File: src/rtl/eth_fcs_check.sv
// eth_fcs_check
//   Receive-side Ethernet FCS checker. Takes a GMII-style byte stream
//   (preamble/SFD already stripped), runs the reflected IEEE 802.3 CRC-32
//   over every byte including the trailing FCS, and checks that the final
//   register value is the magic residue 0xDEBB20E3. The frame is re-emitted
//   through a short delay line with first/last markers. One status pulse is
//   produced per frame.
//
//   Compile-time option: FCS_STRIP_EN
//     defined   : delay line depth 5, the 4 FCS bytes are never forwarded,
//                 out_last marks the last payload byte.
//     undefined : delay line depth 1, every byte (FCS included) is forwarded,
//                 out_last marks the final FCS byte.
//
// Ports
//   clk, rst            clock, asynchronous active-high reset
//   rx_dv, rx_data      input byte stream, one contiguous rx_dv run per frame
//   out_data/out_valid  forwarded byte stream
//   out_first/out_last  frame boundary markers, qualified by out_valid
//   frame_done          1-cycle pulse, status outputs valid this cycle
//   frame_ok            no CRC error and no length error
//   crc_err, len_err    FCS mismatch / length outside [MIN_LEN, MAX_LEN]
//   frame_len           received byte count incl. FCS, saturating
module eth_fcs_check #(
    parameter int MAX_LEN = 1522,
    parameter int MIN_LEN = 5
) (
    input  logic        clk,
    input  logic        rst,
    input  logic        rx_dv,
    input  logic [7:0]  rx_data,
    output logic [7:0]  out_data,
    output logic        out_valid,
    output logic        out_first,
    output logic        out_last,
    output logic        frame_done,
    output logic        frame_ok,
    output logic        crc_err,
    output logic        len_err,
    output logic [15:0] frame_len
);

`ifdef FCS_STRIP_EN
    localparam int D = 5;
`else
    localparam int D = 1;
`endif

    localparam logic [3:0]  D_FILL      = 4'(D);
    localparam logic [31:0] MIN_L       = 32'(MIN_LEN);
    localparam logic [31:0] MAX_L       = 32'(MAX_LEN);
    localparam logic [31:0] CRC_INIT    = 32'hFFFF_FFFF;
    localparam logic [31:0] CRC_RESIDUE = 32'hDEBB_20E3;
    localparam logic [31:0] CRC_POLY_R  = 32'hEDB8_8320;  // 0x04C11DB7 bit-reversed

    localparam logic [1:0] IDLE = 2'd0;
    localparam logic [1:0] RX   = 2'd1;
    localparam logic [1:0] SKIP = 2'd2;

    // LSB-first byte update of the reflected CRC register
    function automatic logic [31:0] crc_byte(input logic [31:0] c, input logic [7:0] d);
        logic [31:0] r;
        r = c;
        for (int i = 0; i < 8; i++)
            r = (r >> 1) ^ ((r[0] ^ d[i]) ? CRC_POLY_R : 32'h0);
        return r;
    endfunction

    logic [1:0]     state;
    logic [31:0]    crc;
    logic [15:0]    cnt;
    logic [D*8-1:0] line;        // delay line, oldest byte in the top slot
    logic [D*8-1:0] line_nxt;
    logic [3:0]     fill;
    logic           first_pend;  // no byte of this frame emitted yet

    logic [7:0]  oldest;
    logic        line_full;
    logic [15:0] cnt_inc;
    logic        bad_crc;
    logic        bad_len;

    generate
        if (D == 1) begin : g_line1
            assign line_nxt = rx_data;
        end else begin : g_linen
            assign line_nxt = {line[D*8-9:0], rx_data};
        end
    endgenerate

    assign oldest    = line[D*8-1 -: 8];
    assign line_full = (fill == D_FILL);
    assign cnt_inc   = (cnt == 16'hFFFF) ? cnt : cnt + 16'd1;
    assign bad_crc   = (crc != CRC_RESIDUE);
    assign bad_len   = ({16'd0, cnt} < MIN_L) || ({16'd0, cnt} > MAX_L);

    always_ff @(posedge clk or posedge rst) begin
        if (rst) begin
            state      <= SKIP;
            crc        <= CRC_INIT;
            cnt        <= 16'd0;
            line       <= '0;
            fill       <= 4'd0;
            first_pend <= 1'b0;
            out_data   <= 8'd0;
            out_valid  <= 1'b0;
            out_first  <= 1'b0;
            out_last   <= 1'b0;
            frame_done <= 1'b0;
            frame_ok   <= 1'b0;
            crc_err    <= 1'b0;
            len_err    <= 1'b0;
            frame_len  <= 16'd0;
        end else begin
            out_valid  <= 1'b0;
            out_first  <= 1'b0;
            out_last   <= 1'b0;
            frame_done <= 1'b0;
            frame_ok   <= 1'b0;
            crc_err    <= 1'b0;
            len_err    <= 1'b0;
            frame_len  <= 16'd0;
            case (state)
                // frame in flight at reset release is dropped
                SKIP: if (!rx_dv) state <= IDLE;
                IDLE: if (rx_dv) begin
                    state      <= RX;
                    crc        <= crc_byte(CRC_INIT, rx_data);
                    cnt        <= 16'd1;
                    line       <= line_nxt;
                    fill       <= 4'd1;
                    first_pend <= 1'b1;
                end
                RX: if (rx_dv) begin
                    crc  <= crc_byte(crc, rx_data);
                    cnt  <= cnt_inc;
                    line <= line_nxt;
                    if (line_full) begin
                        out_data   <= oldest;
                        out_valid  <= 1'b1;
                        out_first  <= first_pend;
                        first_pend <= 1'b0;
                    end else begin
                        fill <= fill + 4'd1;
                    end
                end else begin
                    // end cycle: status out, last byte out, rest of line dropped
                    frame_done <= 1'b1;
                    crc_err    <= bad_crc;
                    len_err    <= bad_len;
                    frame_ok   <= !bad_crc && !bad_len;
                    frame_len  <= cnt;
                    if (line_full) begin
                        out_data  <= oldest;
                        out_valid <= 1'b1;
                        out_first <= first_pend;
                        out_last  <= 1'b1;
                    end
                    state      <= IDLE;
                    crc        <= CRC_INIT;
                    cnt        <= 16'd0;
                    fill       <= 4'd0;
                    first_pend <= 1'b0;
                end
                default: state <= SKIP;
            endcase
        end
    end

endmodule

File: config.mk
export PLATFORM = sky130hd
export DESIGN_NAME = eth_fcs_check
export DESIGN_NICKNAME = d
export VERILOG_FILES = /design/src/rtl/eth_fcs_check.sv
export SDC_FILE = /design/constraint.sdc
export NUM_CORES = 1
export LEC_CHECK = 0
export ABC_CLOCK_PERIOD_IN_PS = 4600
export CELL_PAD_IN_SITES_DETAIL_PLACEMENT = 1
export CELL_PAD_IN_SITES_GLOBAL_PLACEMENT = 1
export CORE_MARGIN = 1
export CORE_UTILIZATION = 50
export CTS_BUF_LIST = sky130_fd_sc_hd__clkbuf_8 sky130_fd_sc_hd__clkbuf_16
export CTS_CLUSTER_SIZE = 8
export DETAILED_ROUTE_END_ITERATION = 10
export GPL_TIMING_DRIVEN = 0
export HOLD_SLACK_MARGIN = 0.08
export PLACE_DENSITY_LB_ADDON = 0.1
export SLEW_MARGIN = 20
export SYNTH_ARGS = -nofsm -noshare
export SYNTH_HDL_FRONTEND = slang
export SYNTH_SLANG_ARGS = --single-unit
File: constraint.sdc
create_clock -name clk -period 4.6 [get_ports clk]
set_input_delay 0.92 -clock clk [delete_from_list [all_inputs] [get_ports clk]]
set_output_delay 0.92 -clock clk [all_outputs]
set_load 0.05 [all_outputs]
==> results_dict.tcl, run 1 <==
set metrics [dict create \
    status "complete, no violations" \
    cp.required_ns 4.88 \
    seqCellArea_um2 2394 \
    grt.overflow.total 0 \
    ir_drop_mv 0.4432 \
    layout-drive-gt1-share_pct 15.74 \
    syn_nets 561 \
    synth_flop_cell "dfrtp_1" \
    final_cell_mix "xnor2_1, dfrtp_1, nor2_1, a21oi_1" \
    gp_congestion 0.9253 \
    critPathLaunchType "input port" \
    htree_num_levels 3 \
    ys_seq_area_share_pct 42.87 \
    setup_viol 0 \
    die_w_um 107.7 \
    period_share_pct 63.30 \
    crit_fanout 10 \
    wl_per_cell_um 21.18 \
    fin_crit_ns 2.912 \
    final_common_cell "xnor2_1" \
    clock-root-buffer "clkbuf_8" \
    fillers 1205 \
    utilization_pct 58.47 \
    worstReg2RegEnd "line[0]" \
    synthToLayoutAreaGrowth_pct 13.54 \
    grt.total_usage_pct 29.33 \
    syn_area_per_cell_um2 10.32 \
    ys_top_cells_by_area "dfrtp_1, dfstp_2, xnor2_1" \
    cts_inserted_buffers 9 \
    cap_violations 0 \
    grt_max_degree 65 \
    clkTransAtPathRegs_ns 0.09 \
    wl_met1_mm 6.190 \
    grt_pass1_vias 4643 \
    synth_area_um2 5583 \
    reg2reg_depth 6 \
    cp.arrival_ns 3.19 \
    yosys_warnings 0 \
    drv_slew 0 \
    port-buffer-count 33 \
    worstReg2RegStart "state[1]" \
    fin_cells 731 \
    synth_top_area_share_pct 27.34 \
    layout.nets 606 \
    ys_ff_latch 94 \
    fmax_mhz 343.4 \
    worstMarginPinSlew_ns 0.7662 \
    cts_buffer_depth 2 \
    routed-wl-met3_um 567 \
    clock_latency_ns 0.39 \
    drt_iter0_drc 241 \
    core_area_um2 10840 \
    async_flop_share_pct 100.0 \
    postSynthCellCount 541 \
    critical_path.startpoint "rx_dv" \
    min_path_cells 1 \
    min_path_type "flop to flop" \
    ios 42 \
    power_leakage_nw 2.522 \
    reg2reg_slack_ns 1.93 \
    wirelength_mm 15.48 \
    path_class "input port to flop" \
    dieHeight_um 107.7 \
    met2_wirelength_mm 8.075 \
    top_layer_used "met4" \
    cp-endpoint "crc[18]" \
    post-place-ws_ns 1.302 \
    postRouteAntennaNets 0 \
    initial_utilization_pct 51.50 \
    dieArea_um2 11590 \
    synth_top_cell_by_area "dfrtp_1" \
    cts_tree "built" \
    fin_setup_tns_ns 0 \
    fin_worst_skew_ns 0.01346 \
    synth_edf_count 0 \
    num_vias 4292 \
    powerDensity_nw_per_um2 802.7 \
    fin_ws_ns 1.688 \
    clkSinkCount 94 \
    post_cts_buffers 0 \
    placed_cells 715 \
    via_per_inst 5.871 \
    drt_first_pass_iters 4 \
    multi_input_area_um2 2959 \
    hold_viol 0 \
    rsz0062_at_grt "false" \
    end_kind "flop" \
    drc 0 \
    cts_hold_buf 0 \
    grt_pass1_wl_mm 25.00 \
    num_rows 38 \
    relSlewSlack_pct 48.92 \
    post_cts_resized 0 \
    place_hpwl_mm 11.49 \
    diodes 0 \
    antenna_found_initial 0 \
    holdWs_ns 0.5115 \
    synth_cell_type_count 53 \
]
## through the flow
| step | power (mW) | instance area [µm²] |
|---|---|---|
| detailed placement | 4.428 | 6121 |
| floorplan | 3.674 | 5583 |
| finish | 5.088 | 6339 |
| global placement | 4.311 | 6088 |
| CTS | 5.085 | 6339 |
| global route | 5.387 | 6339 |
## power by group
| part | leakage [nW] | switching, mW | internal [mW] |
|---|---|---|---|
| clock | 0.120 | 0.307 | 0.317 |
| sequential | 1.15 | 0.225 | 1.19 |
| combinational | 1.25 | 1.72 | 1.33 |
## cells in the mapped netlist, types with 5 or more instances
library cell and instances:
xnor2_1 83, dfrtp_1 61, nor2_1 42, a21oi_1 34, dfstp_2 33, xor2_1 33, o22ai_1 28, clkbuf_1 25
nand2_1 24, mux2_2 17, and2_1 16, o21ai_0 16, inv_1 11, nor4_1 10, ha_1 9, nand3_1 8
nor3_1 7, and3_1 5, buf_4 5, nand4_1 5
## area by class of cell
class / instances / area share [%]
tap: 140 / 2.764
inverter: 11 / 0.7304
clock buffer: 10 / 2.171
clock inverter: 6 / 1.263
sequential: 94 / 37.76
timing repair buffer: 34 / 5.645
buffer: 39 / 2.981
multi-input combinational: 397 / 46.68
## state kept, by name (all words and copies together), names as in the netlist, 2 cells and up
name,flops
cnt,16
crc,32
fill,4
frame_len,16
line,8
out_data,8
state,2
## worst max-delay path: stages
cell,delay [ns]
clkdlybuf4s50_1,0.52
clkbuf_1,0.36
mux2_2,0.32
clkbuf_1,0.47
nand2_1,0.32
o22ai_1,0.21
a21oi_1,0.08
## worst min-delay path by stage
stage | startpoint | to | slack [ns]
floorplan | crc[8] | crc[8] | 0.47
finish | line[5] | line[5] | 0.51
detailed placement | line[2] | line[2] | 0.49
CTS | line[1] | out_data[1] | 0.51
global placement | line[0] | out_data[0] | 0.48
global route | line[1] | out_data[1] | 0.52
## logic make-up after synthesis
logic type	after synthesis	synth area share (%)
muxes	19	3.787
and+or+nand+nor	136	12.30
AOI/OAI and AO/OA	104	11.65
buffers and inverters	50	4.124
DFF	94	42.87
adders and majority gates	9	2.017
xor gates and xnor gates	129	23.24
## layer usage
| layer | vias to the layer above | GRT usage [%] |
|---|---|---|
| met1 | 2188 | 34.10 |
| met5 | - | 0 |
| met3 | 43 | 4.782 |
| li1 | 1956 | - |
| met2 | 105 | 51.47 |
| met4 | 0 | 15.75 |
Note: power is estimated with default switching activity, not from simulation.
==> run 2, diff against run 1 <==
ABC_CLOCK_PERIOD_IN_PS = 2900   (was 4600)
CORE_UTILIZATION = 47   (was 50)
clock period = 2.9 ns   (was 4.6 ns; I/O delays follow)
==> run 2 against run 1 <==
The flow now finishes with violations (design-rule violations). Wire length grew 3.8%. First-iteration DRC count down 8.7%. Design area increased by 1.9%. Sequential share of layout area is 0.69 points lower. Global-route usage decreased by 0.95 points. Clock skew fell by 0.0062 ns. Setup slack worse by 1.4 ns. Die area grew 6.3%. Flip-flop and latch count did not move. Via count down 0.28%. Hold slack worse by 0.0060 ns.
==> results_dict.tcl, run 2 (same netlist as run 1, synthesis figures left out) <==
set metrics [dict create \
    cts_buffer_depth 2 \
    final_common_cell "xnor2_1" \
    cp_slowest_cell "clkbuf_1" \
    wirelength_mm 16.07 \
    utilization_pct 56.06 \
    period_share_pct 91.45 \
    fin_worst_skew_ns 0.007276 \
    critPathLaunchType "input port" \
    fmax_mhz 377.1 \
    drt_iter0_drc 220 \
    regMostFlops "crc" \
    die_w_um 111.0 \
    path_class "input port to flop" \
    layout-drive-gt1-share_pct 17.03 \
    cp.arrival_ns 2.91 \
    grt.total_usage_pct 28.38 \
    crit_fanout 10 \
    power_leakage_nw 2.567 \
    gp_congestion 0.9169 \
    finish.instance_area_um2 6456 \
    dieHeight_um 111.0 \
    critical_path.top_delay_family "buffers and inverters" \
    status "finished, violations left" \
    grt.overflow.total 0 \
    synthToLayoutAreaGrowth_pct 15.64 \
    fin_crit_ns 2.652 \
    crit_chain "clkdlybuf4s50_1 -> clkbuf_1 -> and2_1 -> clkbuf_1 -> clkbuf_1 -> a21oi_1" \
    final_cell_mix "xnor2_1, dfrtp_1, nor2_1, a21oi_1" \
    failed_checks "design-rule violations" \
    worstMarginPinSlew_ns 0.7846 \
    diodes 0 \
    htree_num_levels 3 \
    largest_register_ffs 32 \
    end_kind "flop" \
    postRouteAntennaNets 0 \
    clkTransAtPathRegs_ns 0.07 \
    ir_drop_mv 0.6670 \
    via_per_inst 5.815 \
    path_common_cell "clkbuf_1" \
    drt_first_pass_iters 7 \
    grt_max_degree 34 \
    finalPower_mw 8.223 \
    port-buffer-count 33 \
    clock_latency_ns 0.36 \
    clkSinkCount 94 \
    relSlewSlack_pct 47.50 \
    grt_pass1_vias 4675 \
    top_regs "crc x32, cnt x16, frame_len x16" \
    grt_pass1_wl_mm 26.31 \
    layout.nets 608 \
    num_rows 39 \
    place_hpwl_mm 11.83 \
    ios 42 \
    min_path_type "flop to flop" \
    cts_tree "built" \
    slowest_delay_ns 0.54 \
    rsz0062_at_grt "false" \
    powerDensity_nw_per_um2 1274 \
    hp-start "line[4]" \
    critical_path.startpoint "rx_dv" \
    placed_cells 720 \
    drc 10 \
    core_area_um2 11520 \
    cts_inserted_buffers 9 \
    drv_slew 0 \
    setup_viol 0 \
    cp.required_ns 3.16 \
    cap_violations 0 \
    post_cts_buffers 0 \
    worstReg2RegStart "state[1]" \
    fin_cells 736 \
    clock-root-buffer "clkbuf_16" \
    wl_per_cell_um 21.83 \
    hold_viol 0 \
    antenna_found_initial 0 \
    cp_num_buf_inv 4 \
    dieArea_um2 12320 \
    dpl_cell_area_um2 6163 \
    initial_utilization_pct 48.48 \
    num_vias 4280 \
]
==> run 2: cell types whose count changed in the layout (fill, tap and decap cells not counted), sizes merged <==
cell,previous run,this run
buf,12,14
bufinv,2,0
clkbuf,38,37
clkinvlp,0,2
clkinv,1,2
==> run 2: path summary, 6_finish.rpt <==
path / to / slack, ns / depth (start not counted)
worst max-delay path: crc[18] / 0.25 / 6
max in group asynchronous: state[1] / 1.58 / 4
min in group asynchronous: fill[3] / 0.59 / 2
worst min register to register: line[4] / 0.51 / 1
worst max register to register: line[2] / 0.28 / 6
worst min-delay path: line[4] / 0.51 / 1
==> run 2: area by class of cell <==
cell class | instances | area [µm²]
repair buffers | 36 | 397.9
clock inverters | 7 | 63.81
flip-flops and latches | 94 | 2394
clock buffers | 9 | 225.2
inverters | 11 | 45.04
fillers | 1262 | 5060
multi-input cells | 397 | 2959
well taps | 143 | 178.9
plain buffers | 39 | 192.7
==> run 2: timing repair <==
item,CTS,global route
resized for setup,0,6
endpoints found under the setup margin,0,18
hold buffers,0,0
==> run 2: power by group <==
group,internal [mW],switching [mW],total (mW),leakage [nW]
Clock,0.603,0.585,1.19,0.142
Combinational,2.12,2.66,4.78,1.28
Sequential,1.89,0.368,2.25,1.15
Total,4.61,3.62,8.22,2.57
==> run 2: layer usage <==
metal	global-route usage (%)	part of all wire, %	up-vias
li1	-	-	1958
met1	36.58	44	2197
met2	47.88	50	97
met3	4.101	4.3	28
met4	11.60	2.1	0
met5	0	0	-
==> run 2: through the flow <==
stage	hold slack, ns	worst slack [ns]	TNS [ns]
after floorplan	0.4733	0.8093	0
after global placement	0.4821	-0.1446	-0.8617
after detailed placement	0.4934	-0.2864	-2.766
after CTS	0.5100	0.06464	0
after global routing	0.5216	0.06551	0
final	0.5055	0.2480	0
==> run 3, diff against run 2 <==
CTS_BUF_LIST = default   (was sky130_fd_sc_hd__clkbuf_8 sky130_fd_sc_hd__clkbuf_16)
==> results of run 3 <==
Same layout as run 2: the final DEF is identical, and so are final timing and power.
